$ cat src/rtl/code_entry_sequencer_pkg.sv
// Shared types and helpers for the code entry sequencer.
// State encoding, digit width and a packed-code digit extractor.
package code_entry_pkg;

   localparam int DIGIT_W    = 3;
   localparam int MAX_DIGITS = 8;
   localparam int MAX_CODE_W = DIGIT_W * MAX_DIGITS;

   typedef enum logic [1:0] {
      IDLE     = 2'd0,
      ENTER    = 2'd1,
      UNLOCKED = 2'd2,
      LOCKOUT  = 2'd3
   } state_e;

   // Digit i of a packed code; digit 0 lives in bits [2:0].
   function automatic logic [DIGIT_W-1:0] get_digit(input logic [MAX_CODE_W-1:0] code,
                                                    input int unsigned i);
      return code[i*DIGIT_W +: DIGIT_W];
   endfunction

endpackage

$ cat src/rtl/code_entry_sequencer_timer.sv
// Loadable down-counter with a done flag (count == 0).
// load has priority over en; the count holds at zero.
module code_entry_timer #(
   parameter int W = 5
) (
   input  logic         clk,
   input  logic         rst,
   input  logic         load,
   input  logic [W-1:0] load_val,
   input  logic         en,
   output logic         done
);

   logic [W-1:0] count_q;
   logic [W-1:0] count_d;

   // Next count: reload, decrement while enabled, or hold.
   always_comb begin
      count_d = count_q;
      if (load) begin
         count_d = load_val;
      end else if (en && (count_q != '0)) begin
         count_d = count_q - W'(1);
      end
   end

   // Count register.
   always_ff @(posedge clk or posedge rst) begin
      if (rst) begin
         count_q <= '0;
      end else begin
         count_q <= count_d;
      end
   end

   assign done = (count_q == '0);

endmodule

$ cat src/rtl/code_entry_sequencer.sv
// Code entry sequencer: collects NUM_DIGITS 3-bit digits, compares each
// against the stored code through an external equality checker (cmp_a/cmp_b
// out, cmp_eq back in the same cycle) and decides unlock, error or lockout.
// Optional inter-digit timeout in ENTER: define CODE_ENTRY_TIMEOUT_EN.
module code_entry_sequencer
   import code_entry_pkg::*;
#(
   parameter int                          NUM_DIGITS     = 4,
   parameter int                          MAX_TRIES      = 3,
   parameter int                          UNLOCK_CYCLES  = 8,
   parameter int                          LOCKOUT_CYCLES = 16,
   parameter logic [3*NUM_DIGITS-1:0]     RESET_CODE     = '0,
   parameter int                          TIMEOUT_CYCLES = 32
) (
   input  logic                            clk,
   input  logic                            rst,
   input  logic [2:0]                      digit_in,
   input  logic                            digit_valid,
   input  logic                            code_load,
   input  logic [3*NUM_DIGITS-1:0]         code_in,
   output logic [2:0]                      cmp_a,
   output logic [2:0]                      cmp_b,
   input  logic                            cmp_eq,
   output logic                            unlocked,
   output logic                            err,
   output logic                            locked_out,
   output logic [$clog2(NUM_DIGITS+1)-1:0] digit_idx
);

   localparam int IDX_W     = $clog2(NUM_DIGITS + 1);
   localparam int CODE_W    = DIGIT_W * NUM_DIGITS;
   localparam int FAIL_W    = 3;
   localparam int DWELL_MAX = (UNLOCK_CYCLES > LOCKOUT_CYCLES) ? UNLOCK_CYCLES : LOCKOUT_CYCLES;
   localparam int DWELL_W   = $clog2(DWELL_MAX + 1);

   // Handshake: digit_valid and code_load are single-cycle strobes with no
   // back-pressure; they are consumed only in the states that honour them
   // and silently dropped everywhere else.

   state_e              state_q, state_d;
   logic [IDX_W-1:0]    idx_q, idx_d;
   logic [FAIL_W-1:0]   fail_cnt_q, fail_cnt_d;
   logic                mismatch_q, mismatch_d;
   logic [CODE_W-1:0]   code_q, code_d;
   logic                err_q, err_d;
   logic                unlocked_q, unlocked_d;
   logic                locked_out_q, locked_out_d;

   logic                dwell_load, dwell_en, dwell_done;
   logic [DWELL_W-1:0]  dwell_val;
   logic                digit_accept;

   // Dwell timer for UNLOCKED and LOCKOUT.
   code_entry_timer #(.W(DWELL_W)) u_dwell (
      .clk      (clk),
      .rst      (rst),
      .load     (dwell_load),
      .load_val (dwell_val),
      .en       (dwell_en),
      .done     (dwell_done)
   );

`ifdef CODE_ENTRY_TIMEOUT_EN
   localparam int TO_W = $clog2(TIMEOUT_CYCLES + 1);
   logic to_done;

   // Inter-digit timeout: reloaded on each accepted digit, runs while ENTER sees no strobe.
   code_entry_timer #(.W(TO_W)) u_timeout (
      .clk      (clk),
      .rst      (rst),
      .load     (digit_accept),
      .load_val (TO_W'(TIMEOUT_CYCLES - 1)),
      .en       ((state_q == ENTER) && !digit_valid),
      .done     (to_done)
   );
`endif

   // A digit is taken in IDLE/ENTER unless an IDLE code_load claims the cycle.
   assign digit_accept = digit_valid && !(state_q == IDLE && code_load) &&
                         ((state_q == IDLE) || (state_q == ENTER));

   // Next-state and registered-output logic for the sequencer FSM.
   always_comb begin
      state_d      = state_q;
      idx_d        = idx_q;
      fail_cnt_d   = fail_cnt_q;
      mismatch_d   = mismatch_q;
      code_d       = code_q;
      err_d        = 1'b0;
      unlocked_d   = unlocked_q;
      locked_out_d = locked_out_q;
      dwell_load   = 1'b0;
      dwell_val    = '0;
      dwell_en     = 1'b0;
      case (state_q)
         IDLE, ENTER: begin
            if (state_q == IDLE && code_load) begin
               code_d = code_in;
            end else if (digit_accept) begin
               if (idx_q == IDX_W'(NUM_DIGITS - 1)) begin
                  idx_d      = '0;
                  mismatch_d = 1'b0;
                  if (!mismatch_q && cmp_eq) begin
                     state_d    = UNLOCKED;
                     fail_cnt_d = '0;
                     unlocked_d = 1'b1;
                     dwell_load = 1'b1;
                     dwell_val  = DWELL_W'(UNLOCK_CYCLES - 1);
                  end else begin
                     err_d = 1'b1;
                     if ((fail_cnt_q + FAIL_W'(1)) == FAIL_W'(MAX_TRIES)) begin
                        state_d      = LOCKOUT;
                        fail_cnt_d   = '0;
                        locked_out_d = 1'b1;
                        dwell_load   = 1'b1;
                        dwell_val    = DWELL_W'(LOCKOUT_CYCLES - 1);
                     end else begin
                        state_d    = IDLE;
                        fail_cnt_d = fail_cnt_q + FAIL_W'(1);
                     end
                  end
               end else begin
                  idx_d   = idx_q + IDX_W'(1);
                  state_d = ENTER;
                  if (!cmp_eq) begin
                     mismatch_d = 1'b1;
                  end
               end
            end
`ifdef CODE_ENTRY_TIMEOUT_EN
            else if (state_q == ENTER && to_done) begin
               state_d    = IDLE;
               idx_d      = '0;
               mismatch_d = 1'b0;
            end
`endif
         end
         UNLOCKED: begin
            if (dwell_done) begin
               state_d    = IDLE;
               unlocked_d = 1'b0;
            end else begin
               dwell_en = 1'b1;
            end
         end
         LOCKOUT: begin
            if (dwell_done) begin
               state_d      = IDLE;
               locked_out_d = 1'b0;
            end else begin
               dwell_en = 1'b1;
            end
         end
         default: begin
            state_d = IDLE;
         end
      endcase
   end

   // Sequencer registers; reset also restores the stored code.
   always_ff @(posedge clk or posedge rst) begin
      if (rst) begin
         state_q      <= IDLE;
         idx_q        <= '0;
         fail_cnt_q   <= '0;
         mismatch_q   <= 1'b0;
         code_q       <= RESET_CODE;
         err_q        <= 1'b0;
         unlocked_q   <= 1'b0;
         locked_out_q <= 1'b0;
      end else begin
         state_q      <= state_d;
         idx_q        <= idx_d;
         fail_cnt_q   <= fail_cnt_d;
         mismatch_q   <= mismatch_d;
         code_q       <= code_d;
         err_q        <= err_d;
         unlocked_q   <= unlocked_d;
         locked_out_q <= locked_out_d;
      end
   end

   assign cmp_a      = digit_in;
   assign cmp_b      = ((state_q == UNLOCKED) || (state_q == LOCKOUT)) ?
                       get_digit(MAX_CODE_W'(code_q), 0) :
                       get_digit(MAX_CODE_W'(code_q), int'(idx_q));
   assign unlocked   = unlocked_q;
   assign err        = err_q;
   assign locked_out = locked_out_q;
   assign digit_idx  = idx_q;

endmodule

$ cat config.mk
export PLATFORM = sky130hd
export DESIGN_NAME = code_entry_sequencer
export DESIGN_NICKNAME = d
export VERILOG_FILES = /design/src/rtl/code_entry_sequencer_pkg.sv /design/src/rtl/code_entry_sequencer_timer.sv /design/src/rtl/code_entry_sequencer.sv
export SDC_FILE = /design/constraint.sdc
export NUM_CORES = 1
export LEC_CHECK = 0
export CORE_ASPECT_RATIO = 1.2
export CORE_MARGIN = 5
export CORE_UTILIZATION = 31
export DETAILED_ROUTE_END_ITERATION = 6
export SLEW_MARGIN = 20
export SYNTH_ARGS = -nofsm -noshare
export SYNTH_HDL_FRONTEND = slang
export SYNTH_SLANG_ARGS = --single-unit
$ cat constraint.sdc
create_clock -name clk -period 1.9 [get_ports clk]
set_clock_uncertainty 0.05 [all_clocks]
set_input_delay 0.19 -clock clk [delete_from_list [all_inputs] [get_ports clk]]
set_output_delay 0.19 -clock clk [all_outputs]
set_load 0.02 [all_outputs]
==> results of run 1 <==
## how the worst min path moves through the flow
stage | from | slack (ns) | end | cells past startpoint
final | rst | 0.23 | state_q[1] | 3
after global routing | rst | 0.28 | code_q[7] | 3
after CTS | rst | 0.24 | locked_out | 3
after detailed placement | digit_in[0] | 0.33 | cmp_a[0] | 0
after global placement | digit_in[0] | 0.33 | cmp_a[0] | 0
after floorplan | rst | 0.22 | code_q[0] | 1
## layout make-up
type	count	area (um2)	share of cell area, %
Clock buffer	7	86.3	4.53
Multi-Input combinational cell	75	649	34.1
Tap cell	58	72.6	3.81
Inverter	10	37.5	1.97
Timing Repair Buffer	33	302	15.8
Sequential cell	29	727	38.2
Clock inverter	1	30.0	1.58
## routing by layer
metal / share of wire, % / track usage, %
met1: 41 / 12.0
met4: 1.4 / 4.03
met5: 0 / 0
met3: 5.7 / 3.67
met2: 52 / 19.5
## state kept, by name, summed over array words and instances, names as in the netlist
name,count
locked_out,1
mismatch_q,1
digit_idx,3
err,1
unlocked,1
code_q,12
state_q,2
fail_cnt_q,3
u_dwell.count_q,5
## worst max-delay path, delay by kind of cell, from the launching register on
kind | cells | cell delay [ns]
muxes | 1 | 0.51
DFF | 1 | 0.44
AOI/OAI and AO/OA | 1 | 0.21
buffers and inverters | 1 | 0.16
## power by group through the flow
stage | clock network (mW) | registers (mW) | logic [mW]
after floorplan | 0 | 1.10 | 0.837
after global placement | 0 | 1.09 | 1.27
after detailed placement | 0 | 1.12 | 1.30
after CTS | 0.673 | 1.11 | 1.24
after global routing | 0.697 | 1.16 | 1.38
final | 0.653 | 1.10 | 1.26
## cells in the final DEF, fill, tap and decap left out, drive strengths merged, types with 2 or more instances in the layout
master          n
nor4            2
nand2b          2
ha              4
nor2b           3
dfrtp          29
nand3           3
o21ai           5
mux2           13
a21oi           3
clkbuf          7
buf            11
a311oi          2
a22o            3
inv            10
nor2            8
nand2           8
mux4            3
clkdlybuf4s50  22
## cell families after synthesis
family,Yosys count,synth area share [%]
and+or+nand+nor,30,11.3
muxes,16,14.6
buffers and inverters,17,6.23
AOI/OAI and AO/OA,23,13.8
DFF,29,49.5
xor gates and xnor gates,2,1.20
adders and majority gates,4,3.42
## repair_timing
item / CTS / global route
endpoints found under the setup margin: 5 / 6
pin swaps: 0 / 1
gates resized for setup: 13 / 3
buffers inserted: 0 / 0
## through the flow
step / TNS, ns / std cells / hold slack, ns / instance area (um2) / util (%)
2_1_floorplan: 0 / 121 / 0.218 / 1470 / -
3_3_place_gp: -0.226 / 205 / 0.330 / 1790 / 39.1
3_5_place_dp: -0.274 / 205 / 0.330 / 1790 / 39.1
4_1_cts: 0 / 213 / 0.240 / 1900 / 41.3
5_1_grt: 0 / 213 / 0.279 / 1900 / 41.4
6_report: 0 / 213 / 0.232 / 1900 / 41.4
==> metrics.log, run 1 <==
[metrics] critical path capture point type: output pin
[metrics] Root Driver: sky130_fd_sc_hd__clkbuf_8
[metrics] clock network fraction of design power: 21.7%
[metrics] DRC violation count after routing: 0
[metrics] maximum net fanout on the critical path: 5
[metrics] cell count after synthesis: 121
[metrics] Final period util: 96.5%
[metrics] run status: completed
[metrics] relative area change from synthesis to final layout: 30.0%
[metrics] cell taking the most area after synthesis: sky130_fd_sc_hd__dfrtp_1
[metrics] Synth Register Bits: 29
[metrics] worst setup path end: cmp_b[0]
[metrics] first-pass GRT wire length: 5380 um
[metrics] average wire per cell in the routed design: 14.1 um
[metrics] number of nets in the final layout: 178
[metrics] worst setup path category: reg2out
[metrics] number of detailed-routing iterations run before antenna repair: 4
[metrics] width of the die: 72.8 um
[metrics] synthesized area per cell: 12.1 um2
[metrics] Leakage: 0.842 nW
[metrics] level count of the clock H-tree: 2
[metrics] Post-Syn Area: 1470 um2
[metrics] vias post-DR: 1019
[metrics] CP max-delay cell: sky130_fd_sc_hd__mux4_2
[metrics] Worst Reg-to-Reg Cells: 6
[metrics] share of synthesized registers carrying an async set or reset: 100%
[metrics] proportion of layout cells with a drive suffix above 1: 27.1%
[metrics] maximum frequency from static timing analysis: 545 MHz
[metrics] internal power of the cells: 1.98 mW
[metrics] Reg power frac: 36.6%
[metrics] Synth top area share: 49.5%
[metrics] tightest slew margin relative to the limit: 69.5%
[metrics] synthesis warning total: 0
[metrics] nature of the critical path startpoint: flop
[metrics] sequential area share after synthesis: 49.5%
[metrics] Vert. Die Dim: 85.3 um
[metrics] register-to-register path setup slack: 0.16 ns
[metrics] Required @ worst endpoint: 1.66 ns
[metrics] type of the most critical hold path: in2async
[metrics] number of setup violations in the final report: 0
[metrics] number of routed nets with antenna violations: 0
[metrics] largest vdd supply drop: 756 uV
[metrics] Worst R2R End: u_dwell.count_q[3]
[metrics] cell types with the largest area share after synthesis: sky130_fd_sc_hd__dfrtp_1, sky130_fd_sc_hd__mux2_2, sky130_fd_sc_hd__mux4_2
[metrics] global router's overall resource usage: 11.0%
[metrics] Max Slew Vio Count: 0
[metrics] routability cong.: 0.731
[metrics] relative contribution of combinational cells to total power: 41.7%
[metrics] switching fraction of total power: 34.4%
[metrics] effective utilization at floorplan: 31.9%
[metrics] max cap viols: 0
[metrics] total I/O pin count: 32
[metrics] dominant register cell in the synthesized netlist: sky130_fd_sc_hd__dfrtp_1
[metrics] final hold violation count: 0
[metrics] residual overflow from global routing: 0
[metrics] Post-synth EDFFs: 0
[metrics] post-placement worst setup slack: -0.103 ns
[metrics] most common cell in the synthesized netlist: sky130_fd_sc_hd__dfrtp_1
[metrics] total inserted antenna cells: 0
[metrics] reported net switching power: 1.04 mW
[metrics] Total Routed Length: 3010 um
[metrics] Final WS setup: 0.0660 ns
[metrics] number of clock sinks seen by CTS: 29
[metrics] largest net degree at the start of global routing: 30
[metrics] Final Total Pwr: 3.01 mW
[metrics] 1st-iter DRT viols: 18
[metrics] total power per unit cell area: 1580 nW/um2
[metrics] HPWL after DPL: 2300 um
[metrics] worst slew pin tran: 0.456 ns
[metrics] fill cell total of the finished layout: 460
[metrics] setup repair after global routing missed its margin: no
[metrics] Post-CTS Hold Buffers: 0
[metrics] time the final worst path needs with I/O delays and setup: 1.83 ns
[metrics] Via-to-Cell Ratio: 4.78
[metrics] die area: 6210 um2
[metrics] CTS buffer count: 5
[metrics] via count of the first global-routing pass: 1126
[metrics] maximum root-to-sink buffer count: 2
[metrics] WP data arrival: 1.59 ns
[metrics] floorplan row count: 27
[metrics] Synthesized Nets: 145
[metrics] antenna violations before repair: 0
[metrics] clock transition at the registers of the reported paths: 0.06 ns
[metrics] leading post-synthesis cells by instance count: sky130_fd_sc_hd__dfrtp_1, sky130_fd_sc_hd__mux2_2, sky130_fd_sc_hd__inv_1, sky130_fd_sc_hd__nor2_1, sky130_fd_sc_hd__nand2_1
[metrics] cell-by-cell listing of the critical path: mux4_2 > a22o_1 > buf_2
[metrics] count of input and output buffers: 25
[metrics] critical path's largest stage delay: 0.51 ns
[metrics] post-synthesis cell type count: 39
[metrics] clock network latency to the later pin of the worst-skew pair: 0.28 ns
[metrics] worst setup path startpoint: digit_idx[1]
[metrics] clock tree from TritonCTS: built
[metrics] Core Footprint: 4590 um2
[metrics] start of the worst register-to-register path: digit_idx[1]
(Power assumes the default switching activity.)
==> run 2: changes to the inputs <==
Settings changed: GPL_TIMING_DRIVEN set to 1, HOLD_SLACK_MARGIN set to 0.03, PLACE_DENSITY_LB_ADDON set to 0.1.
==> run 2 against run 1 <==
Effect of this change:
- final area up 1.1%
- largest cell class unchanged
- critical endpoint is now cmp_b[1]
- sequential share of layout area shrank 0.49 points
- critical path type unchanged
- global-route usage is 0.54 points higher
- power fell by 1.7%
- register-to-register slack improved by 0.05 ns
==> metrics.log, run 2 (same netlist as run 1, synthesis figures left out) <==
[metrics] Total Routed Length: 3240 um (was 3010 um)
[metrics] largest reg by FF count: code_q (unchanged)
[metrics] Max Slew Vio Count: 0 (unchanged)
[metrics] residual overflow from global routing: 0 (unchanged)
[metrics] Post-CTS Hold Buffers: 0 (unchanged)
[metrics] DRC violation count after routing: 0 (unchanged)
[metrics] max cap viols: 0 (unchanged)
[metrics] register-to-register path setup slack: 0.21 ns (was 0.16 ns)
[metrics] Required @ worst endpoint: 1.66 ns (about the same)
[metrics] first-pass GRT wire length: 5510 um (was 5380 um)
[metrics] number of clock sinks seen by CTS: 29 (unchanged)
[metrics] max FFs per register: 12 (unchanged)
[metrics] vias post-DR: 1029 (was 1019)
[metrics] minimum hold slack: 0.222 ns (was 0.232 ns)
[metrics] maximum frequency from static timing analysis: 541 MHz (was 545 MHz)
[metrics] most frequent cells in the layout: sky130_fd_sc_hd__dfrtp_1, sky130_fd_sc_hd__clkdlybuf4s50_1, sky130_fd_sc_hd__mux2_2, sky130_fd_sc_hd__buf_4, sky130_fd_sc_hd__inv_1 (was sky130_fd_sc_hd__dfrtp_1, sky130_fd_sc_hd__clkdlybuf4s50_1, sky130_fd_sc_hd__mux2_2, sky130_fd_sc_hd__inv_1)
[metrics] total inserted antenna cells: 0 (unchanged)
[metrics] global route hottest layer: met2 (unchanged)
[metrics] start of the worst register-to-register path: digit_idx[0] (was digit_idx[1])
[metrics] die area: 6210 um2 (unchanged)
[metrics] Worst Reg-to-Reg Cells: 6 (unchanged)
[metrics] Final period util: 97.4% (was 96.5%)
[metrics] final hold violation count: 0 (unchanged)
[metrics] via count of the first global-routing pass: 1136 (was 1126)
[metrics] number of nets in the final layout: 181 (was 178)
[metrics] Largest regs: code_q (12), u_dwell.count_q (5) (unchanged)
[metrics] final standard cell area without fillers: 1930 um2 (was 1900 um2)
[metrics] Leakage: 0.859 nW (was 0.842 nW)
[metrics] Placement Cell Area: 1830 um2 (was 1790 um2)
[metrics] time the final worst path needs with I/O delays and setup: 1.85 ns (was 1.83 ns)
[metrics] tightest slew margin relative to the limit: 69.0% (was 69.5%)
[metrics] clock network latency to the later pin of the worst-skew pair: 0.28 ns (about the same)
[metrics] FF/Latch Area: 726 um2 (was 727 um2)
[metrics] width of the die: 72.8 um (unchanged)
[metrics] worst slew pin tran: 0.464 ns (was 0.456 ns)
[metrics] antenna violations before repair: 0 (unchanged)
[metrics] setup repair bufs after CTS: 0 (unchanged)
[metrics] Worst R2R End: fail_cnt_q[2] (was u_dwell.count_q[3])
[metrics] floorplan row count: 27 (unchanged)
[metrics] leading cell type in the layout, fill and taps excluded: sky130_fd_sc_hd__dfrtp_1 (unchanged)
[metrics] setup repair after global routing missed its margin: yes (was no)
[metrics] effective utilization at floorplan: 31.9% (unchanged)
[metrics] type of the most critical hold path: in2async (unchanged)
[metrics] number of routed nets with antenna violations: 0 (unchanged)
[metrics] total I/O pin count: 32 (unchanged)
[metrics] Vert. Die Dim: 85.3 um (unchanged)
[metrics] global routing usage on met2: 19.6% (was 19.5%)
[metrics] nature of the critical path startpoint: flop (unchanged)
[metrics] number of detailed-routing iterations run before antenna repair: 4 (unchanged)
[metrics] largest vdd supply drop: 819 uV (was 756 uV)
[metrics] Core Footprint: 4590 um2 (unchanged)
[metrics] Via-to-Cell Ratio: 4.76 (was 4.78)
[metrics] count of input and output buffers: 25 (unchanged)
[metrics] M1 GR Usage: 13.0% (was 12.0%)
[metrics] relative area change from synthesis to final layout: 31.4% (was 30.0%)
[metrics] CTS buffer count: 5 (unchanged)
[metrics] clock tree from TritonCTS: built (unchanged)
[metrics] Root Driver: sky130_fd_sc_hd__clkbuf_8 (unchanged)
[metrics] largest net degree at the start of global routing: 30 (unchanged)
[metrics] critical path capture point type: output pin (unchanged)
[metrics] HPWL after DPL: 2430 um (was 2300 um)
[metrics] worst setup path category: reg2out (unchanged)
[metrics] area occupied by multi-input gates: 649 um2 (unchanged)
[metrics] maximum net fanout on the critical path: 6 (was 5)
[metrics] number of setup violations in the final report: 0 (unchanged)
[metrics] run status: completed (unchanged)
[metrics] routability cong.: 0.740 (was 0.731)
[metrics] total power per unit cell area: 1540 nW/um2 (was 1580 nW/um2)
[metrics] level count of the clock H-tree: 2 (unchanged)
[metrics] global routing met3 resource utilization: 4.27% (was 3.67%)
[metrics] average wire per cell in the routed design: 15.0 um (was 14.1 um)
[metrics] proportion of layout cells with a drive suffix above 1: 28.5% (was 27.1%)
[metrics] 1st-iter DRT viols: 41 (was 18)
[metrics] global router's overall resource usage: 11.6% (was 11.0%)
[metrics] maximum root-to-sink buffer count: 2 (unchanged)
[metrics] WP data arrival: 1.61 ns (was 1.59 ns)
[metrics] clock transition at the registers of the reported paths: 0.07 ns (was 0.06 ns)
[metrics] fill cell total of the finished layout: 472 (was 460)
[run 2: cell count changes in the layout (fill, tap and decap cells not counted), sizes merged]
cell	delta
buf	+3
bufinv	-1
clkinv	+1
[run 2: layout make-up]
cell class | instances | area share (%)
inverter | 10 | 1.95
clock inverter | 1 | 0.260
tap | 58 | 3.77
multi-input combinational | 75 | 33.7
timing repair buffer | 36 | 17.6
sequential | 29 | 37.7
clock buffer | 7 | 5.00
[run 2: metal layers]
layer	part of all wire, %	up-vias
li1	-	498
met3	5.4	4
met4	0.86	0
met2	52	25
met5	0	-
met1	42	502
[run 2: critical path: stages, from the launching register on]
cell	delay [ns]
sky130_fd_sc_hd__dfrtp_1	0.38
sky130_fd_sc_hd__buf_12	0.13
sky130_fd_sc_hd__mux4_2	0.49
sky130_fd_sc_hd__a22o_1	0.19
sky130_fd_sc_hd__buf_2	0.16
[run 2: worst max path at each step]
stage / from / end / slack (ns) / cells after the start
after global placement: digit_idx[1] / cmp_b[0] / -0.05 / 4
final: digit_idx[1] / cmp_b[1] / 0.05 / 4
after floorplan: digit_idx[1] / u_dwell.count_q[3] / 0.20 / 6
after global routing: digit_idx[1] / cmp_b[1] / -0.0005 / 4
after detailed placement: digit_idx[1] / cmp_b[2] / -0.07 / 4
after CTS: digit_idx[1] / cmp_b[0] / 0.01 / 4
[run 2: timing repair]
item / in CTS / in global routing
hold endpoints to repair: 0 / 0
cloned: 0 / 0
resized for setup: 12 / 4
pin swaps: 0 / 2
endpoints found under the setup margin: 3 / 8
[run 2: metrics by stage]
| step | power, mW | utilization, % | worst slack [ns] | cells | setup TNS (ns) |
|---|---|---|---|---|---|
| 6_report | 2.96 | 41.9 | 0.0503 | 216 | 0 |
| 5_1_grt | 3.18 | 41.9 | -0.000542 | 216 | -0.000542 |
| 4_1_cts | 2.98 | 41.7 | 0.00964 | 216 | 0 |
| 3_5_place_dp | 2.45 | 39.8 | -0.0675 | 208 | -0.164 |
| 3_3_place_gp | 2.41 | 39.8 | -0.0465 | 208 | -0.110 |
| 2_1_floorplan | 1.94 | - | 0.202 | 121 | 0 |
[run 2: power by group]
group	switching, mW	internal [mW]	total, mW	leakage (nW)
Combinational	0.594	0.717	1.31	0.450
Sequential	0.208	0.878	1.09	0.355
Clock	0.240	0.327	0.567	0.0542
Total	1.04	1.92	2.96	0.859
==> run 3: changes to the inputs <==
Settings changed: HOLD_SLACK_MARGIN 0.03 to not set.
==> results of run 3 <==
Same layout as run 2: the final DEF is identical, and so are final timing and power.
